$ cat src/rtl/serial_io_controller.sv
// Memory-mapped serial port controller: CPU bus registers (data 0x8, stat 0xc), TX/RX byte FIFOs,
// and the start/busy handshake sequencer toward a byte-level UART PHY.
`ifndef IO_LB
`define IO_LB 4'b0011
`endif
`ifndef IO_SB
`define IO_SB 4'b0111
`endif

module serial_io_controller #(
    parameter int TX_DEPTH = 4,
    parameter int RX_DEPTH = 4
) (
    input  logic        clk,
    input  logic        rst,
    input  logic [3:0]  mode,
    input  logic [31:0] addr,
    input  logic [31:0] wdata,
    output logic [31:0] rdata,
    output logic [7:0]  tx_data,
    output logic        tx_start,
    input  logic        tx_busy,
    input  logic [7:0]  rx_data,
    input  logic        rx_valid,
    output logic        irq
);

    localparam int TAW = $clog2(TX_DEPTH);
    localparam int RAW = $clog2(RX_DEPTH);
    localparam logic [TAW:0] TX_ONE = 1;
    localparam logic [RAW:0] RX_ONE = 1;

    typedef enum logic [1:0] {IDLE, START, WAIT_HI, WAIT_LO} tx_state_e;

    logic rd_data_req, wr_data_req, rd_stat_req;

    logic [7:0]   tx_mem_q [TX_DEPTH];
    logic [7:0]   tx_mem_d [TX_DEPTH];
    logic [TAW:0] tx_wptr_q, tx_wptr_d, tx_rptr_q, tx_rptr_d;
    logic [7:0]   rx_mem_q [RX_DEPTH];
    logic [7:0]   rx_mem_d [RX_DEPTH];
    logic [RAW:0] rx_wptr_q, rx_wptr_d, rx_rptr_q, rx_rptr_d;

    logic tx_empty, tx_full, rx_empty, rx_full;
    logic tx_push, tx_pop, rx_push, rx_pop;

    tx_state_e state_q, state_d;
    logic      hi_cnt_q, hi_cnt_d;
    logic      tx_drop_q, tx_drop_d, rx_ovr_q, rx_ovr_d, irq_q, irq_d;

    logic unused_bus;
    assign unused_bus = ^{addr[31:4], wdata[31:8]};

    assign rd_data_req = (mode == `IO_LB) && (addr[3:0] == 4'h8);
    assign wr_data_req = (mode == `IO_SB) && (addr[3:0] == 4'h8);
    assign rd_stat_req = (mode == `IO_LB) && (addr[3:0] == 4'hc);

    assign tx_empty = (tx_wptr_q == tx_rptr_q);
    assign tx_full  = (tx_wptr_q[TAW] != tx_rptr_q[TAW]) &&
                      (tx_wptr_q[TAW-1:0] == tx_rptr_q[TAW-1:0]);
    assign rx_empty = (rx_wptr_q == rx_rptr_q);
    assign rx_full  = (rx_wptr_q[RAW] != rx_rptr_q[RAW]) &&
                      (rx_wptr_q[RAW-1:0] == rx_rptr_q[RAW-1:0]);

    // A pop in the same cycle frees a slot, so a full FIFO still accepts the push.
    assign tx_pop  = (state_q == START) && !tx_empty;
    assign tx_push = wr_data_req && (!tx_full || tx_pop);
    assign rx_pop  = rd_data_req && !rx_empty;
    assign rx_push = rx_valid && (!rx_full || rx_pop);

    always_comb begin
        tx_mem_d = tx_mem_q;
        rx_mem_d = rx_mem_q;
        if (tx_push) tx_mem_d[tx_wptr_q[TAW-1:0]] = wdata[7:0];
        if (rx_push) rx_mem_d[rx_wptr_q[RAW-1:0]] = rx_data;
        tx_wptr_d = tx_push ? tx_wptr_q + TX_ONE : tx_wptr_q;
        tx_rptr_d = tx_pop  ? tx_rptr_q + TX_ONE : tx_rptr_q;
        rx_wptr_d = rx_push ? rx_wptr_q + RX_ONE : rx_wptr_q;
        rx_rptr_d = rx_pop  ? rx_rptr_q + RX_ONE : rx_rptr_q;
    end

    // A fresh error in the clearing cycle must survive the clear.
    always_comb begin
        tx_drop_d = tx_drop_q;
        rx_ovr_d  = rx_ovr_q;
        if (rd_stat_req) begin
            tx_drop_d = 1'b0;
            rx_ovr_d  = 1'b0;
        end
        if (wr_data_req && tx_full && !tx_pop) tx_drop_d = 1'b1;
        if (rx_valid && rx_full && !rx_pop)    rx_ovr_d  = 1'b1;
        irq_d = (rx_wptr_d != rx_rptr_d) || tx_drop_d || rx_ovr_d;
    end

    always_comb begin
        rdata = 32'h0;
        if (rd_data_req && !rx_empty) begin
            rdata = {24'h0, rx_mem_q[rx_rptr_q[RAW-1:0]]};
        end else if (rd_stat_req) begin
            rdata = {28'h0, tx_drop_q, rx_ovr_q, !rx_empty, !tx_full};
        end
    end

    // hi_cnt gives WAIT_HI two cycles to see busy before assuming the PHY took the byte silently.
    always_comb begin
        state_d  = state_q;
        hi_cnt_d = hi_cnt_q;
        tx_start = 1'b0;
        tx_data  = 8'h0;
        case (state_q)
            IDLE: begin
                if (!tx_empty && !tx_busy) state_d = START;
            end
            START: begin
                tx_start = 1'b1;
                tx_data  = tx_mem_q[tx_rptr_q[TAW-1:0]];
                hi_cnt_d = 1'b0;
                state_d  = WAIT_HI;
            end
            WAIT_HI: begin
                if (tx_busy)       state_d = WAIT_LO;
                else if (hi_cnt_q) state_d = IDLE;
                else               hi_cnt_d = 1'b1;
            end
            WAIT_LO: begin
                if (!tx_busy) state_d = IDLE;
            end
            default: state_d = IDLE;
        endcase
    end

    always_ff @(posedge clk) begin
        if (rst) begin
            tx_wptr_q <= '0;
            tx_rptr_q <= '0;
            rx_wptr_q <= '0;
            rx_rptr_q <= '0;
            state_q   <= IDLE;
            hi_cnt_q  <= 1'b0;
            tx_drop_q <= 1'b0;
            rx_ovr_q  <= 1'b0;
            irq_q     <= 1'b0;
        end else begin
            tx_wptr_q <= tx_wptr_d;
            tx_rptr_q <= tx_rptr_d;
            rx_wptr_q <= rx_wptr_d;
            rx_rptr_q <= rx_rptr_d;
            state_q   <= state_d;
            hi_cnt_q  <= hi_cnt_d;
            tx_drop_q <= tx_drop_d;
            rx_ovr_q  <= rx_ovr_d;
            irq_q     <= irq_d;
        end
    end

    always_ff @(posedge clk) begin
        tx_mem_q <= tx_mem_d;
        rx_mem_q <= rx_mem_d;
    end

    assign irq = irq_q;

endmodule

$ cat config.mk
export PLATFORM = sky130hd
export DESIGN_NAME = serial_io_controller
export DESIGN_NICKNAME = d
export VERILOG_FILES = /design/src/rtl/serial_io_controller.sv
export SDC_FILE = /design/constraint.sdc
export NUM_CORES = 1
export LEC_CHECK = 0
export BUFFER_PORTS_ARGS = -buffer_cell sky130_fd_sc_hd__buf_4
export CAP_MARGIN = 20
export CORE_MARGIN = 10
export CORE_UTILIZATION = 35
export CTS_CLUSTER_DIAMETER = 80
export DETAILED_ROUTE_END_ITERATION = 7
export MAX_ROUTING_LAYER = met4
export SYNTH_ARGS = -nofsm -noshare
export SYNTH_HDL_FRONTEND = slang
export SYNTH_SLANG_ARGS = --single-unit
$ cat constraint.sdc
create_clock -name clk -period 2.8 [get_ports clk]
set_input_delay 0.28 -clock clk [delete_from_list [all_inputs] [get_ports clk]]
set_output_delay 0.28 -clock clk [all_outputs]
set_load 0.02 [all_outputs]
==> flow_summary.json <==
{
  "outcome": "finished clean",
  "vdd.ir_drop.worst_mv": 0.3418,
  "pwr-share-clk": 0.354,
  "std_cell_rows": 37,
  "cts_buffer_depth": 2,
  "complex_gate_fraction_of_the_synthesized_area": 0.04070,
  "clock_sinks": 82,
  "power_per_cell_area_mw_per_mm2": 531.8,
  "leakage_power_total_nw": 1.630,
  "critical_path.endpoint_type": "output port",
  "clock_tree_from_tritoncts": "done",
  "ioPinCount": 122,
  "power.combinational.fraction": 0.066,
  "synth_mux_area_frac": 0.1112,
  "detailedRoute.firstIterationViolations": 72,
  "dieHeight_um": 123.9,
  "routed.top_layer": "met4",
  "post_dp_cell_area_sq_mm": 0.004189,
  "die-area_sq_mm": 0.01536,
  "rsz0062_at_grt": "false",
  "routed-via-count": 2028,
  "floorplan_core_area_sq_mm": 0.01042,
  "syn_avg_cell_area_sq_um": 14.83,
  "net_switching_component_of_the_power_mw": 0.5185,
  "number_of_global_route_vias_before_repair": 2142,
  "syn_inst_count": 255,
  "sw_frac_of_total": 0.2228,
  "synth-simple-area-share": 0.09464,
  "dr.pass1.iters": 4,
  "post_synth_instance_area_sq_mm": 0.003781,
  "detail_route.vias_per_cell": 4.527,
  "post-route-drc-count": 0,
  "post_cts_resize_count": 0,
  "critical_path_class": "flop to output port",
  "setup_ws_ns": 0.5819,
  "timing.final.hold_violations": 0,
  "synth_top_area_share": 0.5083,
  "drv_cap": 0,
  "ys_seq_area_frac": 0.6036,
  "fin_area_sq_mm": 0.004375,
  "wire_length_of_the_first_global_routing_pass_mm": 11.03,
  "detail_route.wirelength.met1_mm": 2.913,
  "wl_mm": 7.132,
  "final.min_clock_period_ns": 2.218,
  "inserted_clock_buffers": 9,
  "initial_utilization": 0.3630,
  "worstSetupStartpointType": "flop",
  "setup-violations-final": 0,
  "clkLatencyLatePin_ns": 0.35,
  "fin_crit_sh": 0.7922,
  "num_antenna_cells": 0,
  "cts-root-buf": "clkbuf_8",
  "critical_path_fanout_max": 10,
  "achievable-frequency_mhz": 450.8,
  "finish.net_count": 397,
  "timing.hold.worst.class": "input port to flop",
  "ant_nets": 0,
  "fin_skew_ns": 0.01416,
  "detailroute.wirelength.met3_um": 645,
  "synth.top_cells.by_area": "edfxtp_1 (51%), dfxtp_1 (9.5%), mux4_1 (5.6%)",
  "placement.setup.worst_slack_ns": 0.6497,
  "ys.warnings.count": 0,
  "cellInternalPower_mw": 1.808,
  "hold_slack_ns": 0.1224,
  "final_layout_size_suffix_gt1_frac": 0.2532,
  "place.detailed.hpwl_mm": 5.141,
  "relSlewSlack": 0.6316,
  "final-max-slew-violation-count": 0,
  "met2_wirelength_mm": 3.481,
  "worstPathRequired_ns": 2.52,
  "wl_per_cell_um": 15.92,
  "synth-main-ff-cell": "edfxtp_1",
  "combinational_family_with_the_most_area_after_synthesis": "multiplexers",
  "gp_congestion": 0.7701,
  "pwr-share-seq": 0.580,
  "postCtsHoldBufs": 0,
  "tns_setup_ns": 0,
  "post_cts_buffers": 0,
  "cts.htree.levels": 3,
  "synthesized_flop_and_latch_total": 82,
  "synth_adder_area_share": 0.03309,
  "grt_overflow_total": 0,
  "die_x_um": 123.9,
  "synth_async_sr_flop_share": 0,
  "portBuffers": 45,
  "worst_ep_arrival_time_ns": 1.94,
  "synth.distinct_cells": 43,
  "grt_antenna_before_repair": 0,
  "most_used_cells_in_the_layout_excluding_fill_and_tap_cells": "edfxtp_1 (64), buf_4 (50), conb_1 (24), nor2_1 (19), dfxtp_1 (18)",
  "timing_worst_slew_pin_value_ns": 0.5452,
  "synthXorXnorAreaFrac": 0.04567,
  "synth_top_area_cell": "edfxtp_1",
  "synth-edff-count": 64,
  "synthToLayoutAreaGrowth_pct": 15.72,
  "clk_slew_on_worst_s_h_paths_ns": 0.08,
  "grt_max_degree": 19,
  "final_common_cell": "edfxtp_1",
  "global_route.usage.total": 0.09938
}
## critical path, stage by stage, from the launching register on
cell      delay (ns)
dfxtp_1         0.47
xor2_2          0.28
o311ai_4        0.10
buf_4           0.21
o21ai_0         0.30
buf_4           0.21
## flip-flops by register name (all words and copies together), names as in the netlist
| register | cells |
|---|---|
| tx_wptr_q | 3 |
| rx_rptr_q | 3 |
| tx_drop_q | 1 |
| tx_rptr_q | 3 |
| state_q | 2 |
| hi_cnt_q | 1 |
| irq | 1 |
| rx_mem_q | 32 |
| rx_wptr_q | 3 |
| tx_mem_q | 32 |
| rx_ovr_q | 1 |
## stage by stage
stage	utilization	std cells	total power [mW]
after CTS	0.4201	448	2.360
final	0.4201	448	2.327
after global placement	0.4022	432	1.528
after global routing	0.4201	448	2.433
after detailed placement	0.4022	432	1.533
after floorplan	-	278	1.495
## final timing paths
kind	slack, ns	cells after the start	end	from
min reg2reg	0.53	2	hi_cnt_q	hi_cnt_q
max	0.58	5	rdata[3]	rx_wptr_q[0]
max reg2reg	0.70	7	tx_wptr_q[2]	state_q[1]
min	0.12	1	rx_mem_q[20]	rx_data[4]
## logic make-up (layout without fill, tap and decap cells)
logic type	Yosys count	in the layout
multiplexers	19	19
AND/OR/NAND/NOR	63	63
other	1	24
AO/OA/AOI/OAI	19	19
flip-flops	82	82
buffers and inverters	43	77
XOR/XNOR	18	18
adder cells (fa/ha/maj)	10	10
## synth_stat cells (2+ instances only)
library cell,number
xor2_2,2
inv_1,10
buf_2,2
nand3_1,2
nor3_1,6
xnor2_1,10
dfxtp_1,18
clkbuf_1,3
nor2b_1,7
ha_1,10
a21oi_1,6
o21ai_0,4
mux2i_1,3
mux4_2,8
nor2_1,19
nor4_1,2
edfxtp_1,64
mux4_1,8
xor2_1,6
and2_1,16
nand2b_1,2
nand2_1,2
buf_4,25
## power by group through the flow
| stage | Clock, mW | Sequential (mW) | Combinational (mW) |
|---|---|---|---|
| 2_1_floorplan | 0 | 1.38 | 0.117 |
| 3_3_place_gp | 0 | 1.38 | 0.151 |
| 3_5_place_dp | 0 | 1.38 | 0.155 |
| 4_1_cts | 0.854 | 1.35 | 0.156 |
| 5_1_grt | 0.909 | 1.35 | 0.172 |
| 6_report | 0.823 | 1.35 | 0.154 |
## area by class of cell
type / instances / area, sq um
fill: 963 / 6041
sequential: 82 / 2282
multi-input combinational: 153 / 1320
timing repair buffer: 50 / 375.4
tap: 136 / 170.2
clock buffer: 11 / 131.4
clock inverter: 5 / 55.05
inverter: 11 / 41.29
## layer usage
metal	up-vias	track usage
met5	-	-
met4	0	0.03525
met3	7	0.03891
met2	59	0.1629
met1	977	0.1080
li1	985	-
(Power assumes the default switching activity.)
